File: src/rtl/analog_quad_encoder.sv
// -----------------------------------------------------------------------------
// analog_quad_encoder
//
// Turns player steering input into the two-phase quadrature pair that the
// Sprint 1 core samples on SteerA/SteerB. One of four sources is selected by
// `mode`. Every source produces at most one quadrature step per prescaler tick.
//
// Ports
//   CLK      in   1   6 MHz core video clock
//   Reset_n  in   1   asynchronous active-low reset
//   clkdiv   in  16   step tick period in CLK cycles (0 behaves as 1)
//   mode     in   2   00 digital, 01 paddle, 10 analog stick, 11 spinner
//   left     in   1   digital left, active high
//   right    in   1   digital right, active high
//   paddle   in   8   unsigned absolute paddle position
//   analog   in   8   signed stick X deflection
//   spinner  in   9   [7:0] signed delta, [8] toggles once per new packet
//   steer    out  2   quadrature phases, [1]=A, [0]=B
//   step_o   out  1   one-cycle pulse in the cycle steer changes
//   dir_o    out  1   direction of the most recent step, 1 = CW/right
// -----------------------------------------------------------------------------
module analog_quad_encoder #(
    parameter int DEADZONE = 8,
    parameter int PEND_W   = 10
) (
    input  logic              CLK,
    input  logic              Reset_n,
    input  logic [15:0]       clkdiv,
    input  logic [1:0]        mode,
    input  logic              left,
    input  logic              right,
    input  logic [7:0]        paddle,
    input  logic signed [7:0] analog,
    input  logic [8:0]        spinner,
    output logic [1:0]        steer,
    output logic              step_o,
    output logic              dir_o
);

    localparam int SUM_W    = PEND_W + 2;
    localparam int PEND_LIM = (1 << (PEND_W - 1)) - 1;

    localparam logic signed [SUM_W-1:0] LIM_HI = SUM_W'(PEND_LIM);
    localparam logic signed [SUM_W-1:0] LIM_LO = -LIM_HI;
    localparam logic [7:0]              DZ     = 8'(DEADZONE);

    localparam logic [1:0] MODE_DIG = 2'b00;
    localparam logic [1:0] MODE_PAD = 2'b01;
    localparam logic [1:0] MODE_ANA = 2'b10;

    // Next quadrature code. CW walks 00->01->11->10->00, CCW the reverse.
    function automatic logic [1:0] quad_next(input logic [1:0] cur, input logic cw);
        logic [1:0] nxt;
        case (cur)
            2'b00:   nxt = cw ? 2'b01 : 2'b10;
            2'b01:   nxt = cw ? 2'b11 : 2'b00;
            2'b11:   nxt = cw ? 2'b10 : 2'b01;
            default: nxt = cw ? 2'b00 : 2'b11;
        endcase
        return nxt;
    endfunction

    // Stick magnitude; -128 has no positive twin in 8 bits, so it maps to 127.
    function automatic logic [7:0] abs_sat(input logic signed [7:0] v);
        logic [7:0] m;
        if (v == -8'sd128)
            m = 8'd127;
        else if (v[7])
            m = 8'(-v);
        else
            m = 8'(v);
        return m;
    endfunction

    // Clamp the widened pending-step sum back into the symmetric PEND_W range.
    function automatic logic signed [PEND_W-1:0] sat_pend(input logic signed [SUM_W-1:0] v);
        logic signed [PEND_W-1:0] r;
        if (v > LIM_HI)
            r = PEND_W'(LIM_HI);
        else if (v < LIM_LO)
            r = PEND_W'(LIM_LO);
        else
            r = PEND_W'(v);
        return r;
    endfunction

    // State
    logic [15:0]              cnt;
    logic [7:0]               pos;
    logic [7:0]               acc;
    logic signed [PEND_W-1:0] pend;
    logic                     spin_prev;
    logic [1:0]               mode_prev;

    // Output stage registers
    logic [1:0] steer_p1;
    logic       vld_p1;
    logic       dir_p1;

    // Stage 0 decisions
    logic                     tick;
    logic [15:0]              div_last;
    logic                     mode_chg;
    logic                     pkt;
    logic [7:0]               mag;
    logic signed [7:0]        delta;
    logic                     step_p0;
    logic                     cw_p0;
    logic [7:0]               pos_n;
    logic [7:0]               acc_n;
    logic signed [PEND_W-1:0] pend_n;
    logic [8:0]               asum;
    logic signed [SUM_W-1:0]  sstep;
    logic signed [SUM_W-1:0]  sadd;

    // A zero period still ticks every cycle. The >= compare keeps the counter
    // from running through 64k cycles if clkdiv is lowered below the count.
    assign div_last = (clkdiv == 16'd0) ? 16'd0 : clkdiv - 16'd1;
    assign tick     = (cnt >= div_last);

    assign mode_chg = (mode != mode_prev);
    assign pkt      = (spinner[8] != spin_prev);
    assign mag      = abs_sat(analog);
    assign delta    = spinner[7:0];

    // ---- stage 0: per-source step decision and state update ----
    always_comb begin
        step_p0 = 1'b0;
        cw_p0   = 1'b0;
        pos_n   = pos;
        acc_n   = acc;
        pend_n  = pend;
        asum    = {1'b0, acc} + {1'b0, mag};
        sstep   = '0;
        sadd    = pkt ? SUM_W'(delta) : '0;

        if (mode_chg) begin
            // Source switch: drop stale motion and re-anchor the paddle so the
            // new source starts from rest. The tick of this cycle is lost.
            acc_n  = '0;
            pend_n = '0;
            pos_n  = paddle;
        end else begin
            case (mode)
                MODE_DIG: begin
                    if (tick) begin
                        if (right && !left) begin
                            step_p0 = 1'b1;
                            cw_p0   = 1'b1;
                        end else if (left && !right) begin
                            step_p0 = 1'b1;
                        end
                    end
                end
                MODE_PAD: begin
                    if (tick) begin
                        if (paddle > pos) begin
                            step_p0 = 1'b1;
                            cw_p0   = 1'b1;
                            pos_n   = pos + 8'd1;
                        end else if (paddle < pos) begin
                            step_p0 = 1'b1;
                            pos_n   = pos - 8'd1;
                        end
                    end
                end
                MODE_ANA: begin
                    // Phase accumulator: carry out of 8 bits is a step, so
                    // step rate is mag/256 per tick. Inside the dead zone acc
                    // is frozen rather than cleared.
                    if (tick && (mag >= DZ)) begin
                        acc_n   = asum[7:0];
                        step_p0 = asum[8];
                        cw_p0   = ~analog[7];
                    end
                end
                default: begin
                    // Direction comes from pend before this cycle's packet.
                    if (tick && !pend[PEND_W-1] && (pend != '0)) begin
                        step_p0 = 1'b1;
                        cw_p0   = 1'b1;
                        sstep   = SUM_W'(1);
                    end else if (tick && pend[PEND_W-1]) begin
                        step_p0 = 1'b1;
                        sstep   = '1;
                    end
                    pend_n = sat_pend(SUM_W'(pend) + sadd - sstep);
                end
            endcase
        end
    end

    // ---- stage 1: registered quadrature output ----
    always_ff @(posedge CLK or negedge Reset_n) begin
        if (!Reset_n) begin
            cnt       <= '0;
            pos       <= 8'h80;
            acc       <= '0;
            pend      <= '0;
            spin_prev <= 1'b0;
            mode_prev <= 2'b00;
            steer_p1  <= 2'b00;
            vld_p1    <= 1'b0;
            dir_p1    <= 1'b0;
        end else begin
            cnt       <= tick ? 16'd0 : cnt + 16'd1;
            pos       <= pos_n;
            acc       <= acc_n;
            pend      <= pend_n;
            spin_prev <= spinner[8];
            mode_prev <= mode;
            vld_p1    <= step_p0;
            if (step_p0) begin
                steer_p1 <= quad_next(steer_p1, cw_p0);
                dir_p1   <= cw_p0;
            end
        end
    end

    assign steer  = steer_p1;
    assign step_o = vld_p1;
    assign dir_o  = dir_p1;

endmodule

File: config.mk
export PLATFORM = sky130hd
export DESIGN_NAME = analog_quad_encoder
export DESIGN_NICKNAME = d
export VERILOG_FILES = /design/src/rtl/analog_quad_encoder.sv
export SDC_FILE = /design/constraint.sdc
export NUM_CORES = 1
export LEC_CHECK = 0
export ABC_AREA = 1
export CORE_ASPECT_RATIO = 0.8
export CORE_MARGIN = 2
export CORE_UTILIZATION = 50
export CTS_CLUSTER_DIAMETER = 60
export CTS_CLUSTER_SIZE = 14
export DETAILED_ROUTE_END_ITERATION = 8
export MAX_ROUTING_LAYER = met4
export PLACE_DENSITY_LB_ADDON = 0.08
export SYNTH_ARGS = -nofsm -noshare
export SYNTH_HDL_FRONTEND = slang
export SYNTH_SLANG_ARGS = --single-unit
File: constraint.sdc
create_clock -name CLK -period 3.72 [get_ports CLK]
set_input_delay 0.744 -clock CLK [delete_from_list [all_inputs] [get_ports CLK]]
set_output_delay 0.744 -clock CLK [all_outputs]
set_load 0.03 [all_outputs]
# Word-level counts from Yosys, hierarchy flattened
# Cells that the tools add are included.
# word_totals
output_inout_bits	4
regBits	49
inputBits	47
word_cells	98
# classes
muxes	45
n_lt_le_gt_ge	6
reduce_logical	21
n_bitwise	1
n_addsub	8
eq_ne	8
# ops
operator	n
$mux 8	10
$mux 12	5
$mux 10	4
$mux 16	2
$mux 1	17
$add 16x1->16 const B	1
$ge 16x16->1	1
$logic_not 16->1	1
$sub 16x1->16 const B	1
$add 10x12->12	1
$gt 12x10->1 const B	1
$lt 12x10->1 const B	1
$sub 12x12->12	1
$reduce_bool 10->1	1
$add 8x8->9	1
$add 8x1->8 const B	1
$eq 8x8->1 const B	1
$ge 8x4->1 const B	1
$gt 8x8->1	1
$lt 8x8->1	1
$mux 2	4
$neg 8->8	1
$reduce_bool 2->1	4
$sub 8x1->8 const B	1
other kinds (15)	26

# Depth between registers and ports, before layout
# Gate-level depths: netlist of run 1.
# logic_depth
word_depth	14
depth_mapped	38
depth_no_buf	37

# Least setup slack after synthesis of run 1
# No wires, ideal clock.
# synth_timing
path_kind	input to register
from	in clkdiv[0]
to	reg pend[3]
t_arrival_ns	4.727
t_required_ns	3.602
cell_stages	29
path_buffers	1
setup_slack_ns	-1.125
cell_sequence	inv_1 ha_1 nand3_1 nor4_1 inv_1 nand3b_1 ha_1 nand2_1 inv_2 o21bai_1 nand2_1 a21oi_2 nand3_4 buf_8 nand2_4 xor2_1 inv_1 ha_1 fa_1 nand3_1 nand3_1 xor2_1 nand3_1 nor2_1 nand3_1 nand2_1 nand2_2 nand3b_1 nand2_1
# synth_between
elab_chain_len	14
word_cells_on_any_way	18
# synth_lines
element	line_no	source
from (decl)	28	input logic [15:0] clkdiv,
$sub 16x1->16 / $logic_not 16->1 (equally long branches)	118	assign div_last = (clkdiv == 16'd0) ? 16'd0 : clkdiv - 16'd1;
$mux 16 (*)	118	
$ge 16x16->1 (*)	119	assign tick = (cnt >= div_last);
$logic_and 1x1->1, on equally long branches	183, 179	
$mux 12 / $logic_and 1x1->1 (equally long branches)	183, 179	
$mux 12 (*)	179	if (tick && !pend[PEND_W-1] && (pend != '0)) begin
$mux 12 (*)	144	case (mode)
$mux 12 (*)	137	if (mode_chg) begin
$sub 12x12->12 (*)	187	pend_n = sat_pend(SUM_W'(pend) + sadd - sstep);
$lt 12x10->1	80	else if (v < LIM_LO)
$mux 10	80	
$mux 10 (*)	78	if (v > LIM_HI)
$mux 10 (*)	144	
$mux 10 (*)	137	
to (signal assigned)	209	pend <= pend_n;
to (decl)	91	logic signed [PEND_W-1:0] pend;
# Mark *: on every way between the ends. The rest lies on a longest branch, timed or not. The select of a mux whose other input is x is not followed.
# A chain may end at the register's enable or synchronous reset.

# Final worst setup path of run 1
# layout_timing
from	in clkdiv[4]
to	reg pend[8]
# The elaborated chain is that of the path after synthesis.

==> insert_results.sql, run 1 <==
INSERT INTO impl_metrics (metric_group, metric, value, unit) VALUES
('timing', 'hold_violations', '0', ''),
('routing', 'antenna_left', '0', ''),
('routing', 'wl', '14000', 'um'),
('timing', 'final.period_utilization', '133', '%'),
('synthesis', 'syn_avg_cell_area', '7.00', 'sq um'),
('pwr', 'netSwitchingFraction', '44.5', '%'),
('clocking', 'clock_sinks', '49', ''),
('setup_path', 'path_class', 'in2reg', ''),
('setup_path', 'critical_path_buf_inv_count', '7', ''),
('placed_design', 'dp.cells', '996', ''),
('timing', 'final_critical_path_setup_slack', '-1.22', 'ns'),
('synthesis', 'yosys.area.top_type', 'sky130_fd_sc_hd__dfrtp_1', ''),
('pwr', 'clkPwrFrac', '12.9', '%'),
('pwr', 'internal_power', '1.97', 'mW'),
('floorplanning', 'ioPinCount', '51', ''),
('final_layout', 'layout.cell_area.non_filler', '7220', 'sq um'),
('floorplanning', 'row_count', '33', ''),
('placed_design', 'gp_congestion', '0.910', ''),
('final_layout', 'finish.net_count', '1011', ''),
('clocking', 'cts-root-to-sink-buffers', '2', ''),
('timing', 'final_period_minus_worst_setup_slack', '4.94', 'ns'),
('setup_path', 'crit_path_max_fanout', '7', ''),
('routing', 'post_route_drc', '0', ''),
('routing', 'viasPerCell', '5.19', ''),
('setup_path', 'cp_slowest_cell', 'sky130_fd_sc_hd__ha_1', ''),
('global_route', 'grtUsageTotal', '25.4', '%'),
('synthesis', 'mappedNetlistArea', '5230', 'sq um'),
('pwr', 'finalPower', '3.54', 'mW'),
('global_route', 'grt_start_max_net_pins', '28', ''),
('pwr', 'power.density_cell_area', '491', 'nW/um^2'),
('setup_path', 'endpoint_type_of_the_worst_setup_path', 'flop', ''),
('synthesis', 'netlist_top_cells_count', 'sky130_fd_sc_hd__nand2_1 (170), sky130_fd_sc_hd__inv_1 (118), sky130_fd_sc_hd__nor2_1 (69), sky130_fd_sc_hd__ha_1 (64), sky130_fd_sc_hd__nand3_1 (57)', ''),
('flow_run', 'max_cap_viol_count', '0', ''),
('clocking', 'clock_tree.htree_level_count', '2', ''),
('global_route', 'grt_first_pass_wirelength', '23200', 'um'),
('timing', 'slew_violations', '0', ''),
('timing', 'worst_case_hold_slack', '0.464', 'ns'),
('synthesis', 'main_synth_ff_type', 'sky130_fd_sc_hd__dfrtp_1', ''),
('placed_design', 'place.detailed.hpwl', '10100', 'um'),
('run_status', 'run_status', 'finished with violations', ''),
('pwr', 'irDropWorstVdd', '0.407', 'mV'),
('placed_design', 'place.port_buffers', '50', ''),
('floorplanning', 'floorplan.initialDensity', '51.3', '%'),
('synthesis', 'count_of_synthesis_stage_warnings_from_yosys', '0', ''),
('final_layout', 'antenna_cells', '0', ''),
('run_status', 'failed_checks', 'negative setup slack', ''),
('clocking', 'clk_transition_reported_paths', '0.07', 'ns'),
('pwr', 'netSwitchingPower', '1.58', 'mW'),
('clocking', 'clk_latency', '0.29', 'ns'),
('timing', 'tightest_slew', '0.632', 'ns'),
('global_route', 'grt_pass1_vias', '5201', ''),
('floorplanning', 'fp.dieArea', '11300', 'sq um'),
('min_path', 'worst_hold_path_type', 'in2async', ''),
('synthesis', 'flip_flop_and_latch_count_after_synthesis', '49', ''),
('floorplanning', 'floorplan.die.height', '95.5', 'um'),
('timing', 'finalSetupTns', '-11.89', 'ns'),
('timing', 'unrepaired_setup_endpoints_after_global_routing', 'yes', ''),
('routing', 'drc_violation_total_after_the_first_tritonroute_iteration', '234', ''),
('final_layout', 'stdcell_count', '1038', ''),
('timing', 'setup-violations-final', '10', ''),
('synthesis', 'syn-num-nets', '861', ''),
('pwr', 'sequentialPowerShare', '20.3', '%'),
('synthesis', 'synthDominantCellAreaShare', '23.0', '%'),
('timing', 'max-slew-margin-rel', '57.9', '%'),
('final_layout', 'final_core_utilization', '70.8', '%'),
('routing', 'drtPass1Iterations', '4', ''),
('routing', 'num_vias', '5383', ''),
('synthesis', 'number_of_synthesized_flops_with_an_enable_pin', '0', ''),
('placed_design', 'placedInstanceArea', '6410', 'sq um'),
('synthesis', 'asyncSetResetFlopFracSynth', '100', '%'),
('clocking', 'tritoncts.num_buffers', '5', '');
[routing by layer]
metal  part of all wire (%)  vias to the layer above  wire, um  GRT usage, %
li1                       -                     2744         -             -
met1                     45                     2517      6340          31.7
met2                     50                      103      6990          44.8
met3                    3.5                       19       483          3.53
met4                    1.2                        0       167          4.02
met5                      0                        -         0             -
[power groups by stage]
| stage | combinational, mW | sequential [mW] | clock (mW) |
|---|---|---|---|
| floorplan | 1.22 | 0.734 | 0 |
| global placement | 1.84 | 0.719 | 0 |
| global route | 2.60 | 0.735 | 0.487 |
| finish | 2.37 | 0.720 | 0.456 |
| detailed placement | 1.90 | 0.724 | 0 |
| CTS | 2.16 | 0.720 | 0.463 |
[area by class of cell]
type,count,area (sq um)
inverter,125,478
fill,879,2980
timing repair buffer,147,1200
clock inverter,2,15.0
sequential,49,1230
clock buffer,6,129
tap,140,175
multi-input combinational,569,3990
[repair_timing]
item / 4_1_cts / 5_1_grt
hold endpoints to repair: 0 / 0
setup buffers: 26 / 7
pin swaps: 53 / 35
cloned: 2 / 0
gates resized for setup: 106 / 35
hold buffers: 0 / 0
setup endpoints to repair: 24 / 18
[final timing paths]
path	from	to	slack, ns	depth (start not counted)
hold reg to reg	pos[7]$_DFFE_PN1P_	pos[7]$_DFFE_PN1P_	0.49	2
min in group CLK	pos[7]$_DFFE_PN1P_	pos[7]$_DFFE_PN1P_	0.49	2
setup reg to reg	cnt[13]$_DFF_PN0_	pend[8]$_DFFE_PN0P_	-0.13	26
max in group asynchronous	Reset_n	pos[7]$_DFFE_PN1P_	2.44	2
hold / removal	Reset_n	pos[3]$_DFFE_PN0P_	0.46	1
setup / recovery	clkdiv[4]	pend[8]$_DFFE_PN0P_	-1.22	34
[registers in the layout, indices dropped and copies added (netlist names), 2 cells and up]
signal / cells
cnt: 16
pend: 10
acc: 8
pos: 8
mode_prev: 2
steer: 2
[cells in the final DEF (no fill, tap or decap), types with 4 or more instances in the layout]
cell type / n
sky130_fd_sc_hd__nand2_1: 149
sky130_fd_sc_hd__inv_1: 108
sky130_fd_sc_hd__buf_4: 95
sky130_fd_sc_hd__nor2_1: 54
sky130_fd_sc_hd__nand3_1: 50
sky130_fd_sc_hd__ha_1: 50
sky130_fd_sc_hd__dfrtp_1: 48
sky130_fd_sc_hd__clkdlybuf4s50_1: 33
sky130_fd_sc_hd__a21oi_1: 32
sky130_fd_sc_hd__nand2_2: 25
sky130_fd_sc_hd__xor2_1: 24
sky130_fd_sc_hd__nand4_1: 15
sky130_fd_sc_hd__inv_2: 14
sky130_fd_sc_hd__nor2_2: 12
sky130_fd_sc_hd__nand3_2: 11
sky130_fd_sc_hd__xnor2_1: 10
sky130_fd_sc_hd__o21ai_1: 10
sky130_fd_sc_hd__ha_4: 10
sky130_fd_sc_hd__o21bai_1: 9
sky130_fd_sc_hd__nor2_4: 8
sky130_fd_sc_hd__o21ai_0: 8
sky130_fd_sc_hd__dlygate4sd2_1: 8
sky130_fd_sc_hd__or2_2: 7
sky130_fd_sc_hd__nand3b_1: 7
sky130_fd_sc_hd__nand2_4: 6
sky130_fd_sc_hd__o21ai_2: 5
sky130_fd_sc_hd__a21o_1: 5
sky130_fd_sc_hd__a21oi_2: 5
sky130_fd_sc_hd__nor3_1: 5
sky130_fd_sc_hd__clkbuf_16: 5
sky130_fd_sc_hd__o31ai_1: 4
sky130_fd_sc_hd__xor2_2: 4
sky130_fd_sc_hd__nor3b_1: 4
sky130_fd_sc_hd__ha_2: 4
sky130_fd_sc_hd__buf_2: 4
[cell families (layout without fill, tap and decap cells)]
logic type | after synthesis | count (layout) | synth area share (%)
buffers and inverters | 131 | 280 | 9.74
DFF | 49 | 49 | 23.5
and+or+nand+nor | 366 | 368 | 32.7
AOI/OAI and AO/OA | 96 | 96 | 11.3
adders and majority gates | 67 | 67 | 16.5
xor gates and xnor gates | 38 | 38 | 6.36
Power figures use the tool's default switching activity.
==> run 2: changes to the inputs <==
CORE_UTILIZATION = 53   (was 50)
PLACE_DENSITY_LB_ADDON = 0.12   (was 0.08)
SETUP_SLACK_MARGIN = 0.15   (was unset)
==> insert_results.sql, run 2 (synthesized netlist as in run 1, its figures left out) <==
INSERT INTO impl_metrics (metric_group, metric, value, unit) VALUES
('floorplanning', 'ioPinCount', '51', ''),
('floorplanning', 'design.core.area', '9610', 'sq um'),
('final_layout', 'largest_registers', 'cnt x16, pend x10', ''),
('final_layout', 'stdcell_count', '1011', ''),
('timing', 'finClkSkew', '0.00705', 'ns'),
('run_status', 'failed_checks', 'negative setup slack', ''),
('timing', 'max_clock_freq', '0.198', 'GHz'),
('pwr', 'internal_power', '1.93', 'mW'),
('setup_path', 'worst_setup_path_start_kind', 'input port', ''),
('final_layout', 'syn_to_final_growth', '37.1', '%'),
('setup_path', 'cp_peak_stage_delay', '0.36', 'ns'),
('final_layout', 'finish.net_count', '1005', ''),
('setup_path', 'required', '3.89', 'ns'),
('clocking', 'clk_latency', '0.28', 'ns'),
('global_route', 'grtUsageTotal', '26.3', '%'),
('final_layout', 'largest_reg_flops', '16', ''),
('pwr', 'irDropWorstVdd', '0.329', 'mV'),
('clocking', 'clock_tree_from_tritoncts', 'built', ''),
('clocking', 'tritoncts.num_buffers', '5', ''),
('final_layout', 'antenna_cells', '0', ''),
('placed_design', 'place.port_buffers', '50', ''),
('pwr', 'pwr-share-comb', '66.2', '%'),
('global_route', 'grt_remaining_overflow', '0', ''),
('pwr', 'netSwitchingPower', '1.50', 'mW'),
('clocking', 'cts-root-buf', 'sky130_fd_sc_hd__clkbuf_16', ''),
('final_layout', 'layout.filler_cells', '744', ''),
('timing', 'final_period_minus_worst_setup_slack', '5.04', 'ns'),
('timing', 'setup-violations-final', '10', ''),
('floorplanning', 'floorplan.die.height', '92.9', 'um'),
('timing', 'tightest_slew', '0.750', 'ns'),
('routing', 'drc_violation_total_after_the_first_tritonroute_iteration', '249', ''),
('setup_path', 'endpoint_type_of_the_worst_setup_path', 'flop', ''),
('clocking', 'clk_transition_reported_paths', '0.06', 'ns'),
('global_route', 'grt_first_pass_wirelength', '22400', 'um'),
('routing', 'antenna_left', '0', ''),
('routing', 'post_route_drc', '0', ''),
('floorplanning', 'floorplan.initialDensity', '54.4', '%'),
('final_layout', 'layout.cells.most_common_list', 'sky130_fd_sc_hd__nand2_1 (151), sky130_fd_sc_hd__inv_1 (106), sky130_fd_sc_hd__buf_4 (83)', ''),
('floorplanning', 'fp.dieArea', '10700', 'sq um'),
('clocking', 'clock_tree.htree_level_count', '2', ''),
('timing', 'hold_violations', '0', ''),
('placed_design', 'dp.cells', '972', ''),
('timing', 'final_critical_path_setup_slack', '-1.32', 'ns'),
('routing', 'drtPass1Iterations', '4', ''),
('floorplanning', 'dieWidth', '115', 'um'),
('clocking', 'cts-root-to-sink-buffers', '2', ''),
('setup_path', 'kind_of_cell_adding_the_most_delay_to_the_critical_path', 'simple AND/OR/NAND/NOR gates', ''),
('setup_path', 'crit_path_max_fanout', '7', ''),
('setup_path', 'path_common_cell', 'sky130_fd_sc_hd__nand2_2', ''),
('timing', 'max-slew-margin-rel', '50.0', '%'),
('pwr', 'power.density_cell_area', '478', 'nW/um^2'),
('pwr', 'clkPwrFrac', '12.7', '%'),
('placed_design', 'place.detailed.hpwl', '9990', 'um'),
('setup_path', 'path_class', 'in2reg', ''),
('final_layout', 'drive_gt1_share', '26.6', '%'),
('routing', 'wire_per_inst', '13.7', 'um'),
('routing', 'viasPerCell', '5.22', ''),
('timing', 'final.period_utilization', '135', '%'),
('placed_design', 'gp_congestion', '0.912', ''),
('placed_design', 'setup_slack_placement', '-1.88', 'ns'),
('global_route', 'grt_start_max_net_pins', '34', ''),
('clocking', 'clock_sinks', '49', ''),
('timing', 'worst_case_hold_slack', '0.488', 'ns'),
('pwr', 'leakagePower', '3.69', 'nW'),
('setup_path', 'critical_path_buf_inv_count', '8', ''),
('global_route', 'grt_pass1_vias', '5148', ''),
('timing', 'unrepaired_setup_endpoints_after_global_routing', 'yes', ''),
('final_layout', 'mostFrequentLayoutCell', 'sky130_fd_sc_hd__nand2_1', ''),
('routing', 'wl', '13900', 'um'),
('timing', 'slew_violations', '0', ''),
('run_status', 'run_status', 'finished with violations', ''),
('pwr', 'finalPower', '3.43', 'mW'),
('min_path', 'worst_hold_path_type', 'reg2reg', ''),
('timing', 'finalSetupTns', '-12.71', 'ns'),
('flow_run', 'max_cap_viol_count', '0', ''),
('setup_path', 'cp_slowest_cell', 'sky130_fd_sc_hd__ha_1', ''),
('global_route', 'number_of_antenna_violations_at_the_first_check_in_global_routing', '0', ''),
('floorplanning', 'row_count', '32', ''),
('pwr', 'sequentialPowerShare', '21.2', '%'),
('setup_path', 'critical_path_arrival', '5.21', 'ns'),
('pwr', 'netSwitchingFraction', '43.7', '%'),
('final_layout', 'registers.top_by_ff_count', 'cnt', ''),
('clocking', 'holdBufCountCts', '0', ''),
('routing', 'num_vias', '5276', '');
## run 2: cell type report
type	count	area [sq um]	share of cell area [%]
Multi-Input combinational cell	570	3970	55.3
Timing Repair Buffer	140	1210	16.9
Clock buffer	7	133	1.85
Sequential cell	49	1230	17.1
Tap cell	119	149	2.08
Inverter	125	475	6.63
Clock inverter	1	5.00	0.0698
## run 2: worst reg2reg max path, stage by stage (launching register included)
cell and delay, ns:
sky130_fd_sc_hd__dfrtp_1 0.42, sky130_fd_sc_hd__ha_1 0.34, sky130_fd_sc_hd__nand4_1 0.16, sky130_fd_sc_hd__nor3_4 0.22, sky130_fd_sc_hd__nand3_2 0.16, sky130_fd_sc_hd__nand3_4 0.19, sky130_fd_sc_hd__nand2_8 0.09, sky130_fd_sc_hd__xor2_1 0.20
sky130_fd_sc_hd__inv_1 0.07, sky130_fd_sc_hd__ha_2 0.17, sky130_fd_sc_hd__o21bai_1 0.17, sky130_fd_sc_hd__ha_1 0.36, sky130_fd_sc_hd__inv_2 0.07, sky130_fd_sc_hd__o21bai_4 0.18, sky130_fd_sc_hd__a21oi_4 0.08, sky130_fd_sc_hd__nand2_2 0.11
sky130_fd_sc_hd__nand2_2 0.07, sky130_fd_sc_hd__nand2_1 0.07, sky130_fd_sc_hd__nand2_2 0.05, sky130_fd_sc_hd__nand2_2 0.07, sky130_fd_sc_hd__nand2_1 0.07, sky130_fd_sc_hd__nand2_2 0.08, sky130_fd_sc_hd__inv_2 0.05, sky130_fd_sc_hd__nand2_4 0.10
sky130_fd_sc_hd__o21ai_1 0.08, sky130_fd_sc_hd__inv_1 0.06, sky130_fd_sc_hd__nand2_1 0.04
## run 2: path summary, 6_finish.rpt
kind,depth (start not counted),startpoint,slack [ns],to
worst min register to register,2,pos[7]$_DFFE_PN1P_,0.49,pos[7]$_DFFE_PN1P_
min in group asynchronous,1,Reset_n,0.52,pos[3]$_DFFE_PN0P_
worst min-delay path,2,pos[7]$_DFFE_PN1P_,0.49,pos[7]$_DFFE_PN1P_
max in group asynchronous,2,Reset_n,2.47,cnt[0]$_DFF_PN0_
worst max register to register,26,cnt[11]$_DFF_PN0_,-0.14,pend[5]$_DFFE_PN0P_
worst max-delay path,37,clkdiv[7],-1.32,pend[5]$_DFFE_PN0P_
## run 2: through the flow
stage	utilization (%)	cell area, sq um
after detailed placement	66.2	6360
final	74.6	7170
after global placement	66.2	6360
after CTS	71.4	6860
after floorplan	-	5290
after global routing	74.6	7170
## run 2: per-layer routing
metal  up-vias  part of all wire (%)  track usage, %
met2        91                    51            47.3
met1      2445                    46            32.3
met5         -                     0               -
met3        10                   3.1            3.14
met4         0                  0.71            3.92
li1       2730                     -               -
## run 2: timing repair
| action | 4_1_cts | 5_1_grt |
|---|---|---|
| setup endpoints to repair | 30 | 30 |
| buffers inserted | 19 | 8 |
| cloned | 2 | 2 |
| pin swaps | 52 | 36 |
| gates resized for setup | 93 | 50 |
## run 2: power by group through the flow
| stage | logic (mW) | clock network [mW] | registers (mW) |
|---|---|---|---|
| 4_1_cts | 2.11 | 0.447 | 0.723 |
| 3_3_place_gp | 1.83 | 0 | 0.723 |
| 2_1_floorplan | 1.22 | 0 | 0.734 |
| 5_1_grt | 2.51 | 0.475 | 0.736 |
| 3_5_place_dp | 1.88 | 0 | 0.727 |
| 6_report | 2.27 | 0.435 | 0.726 |
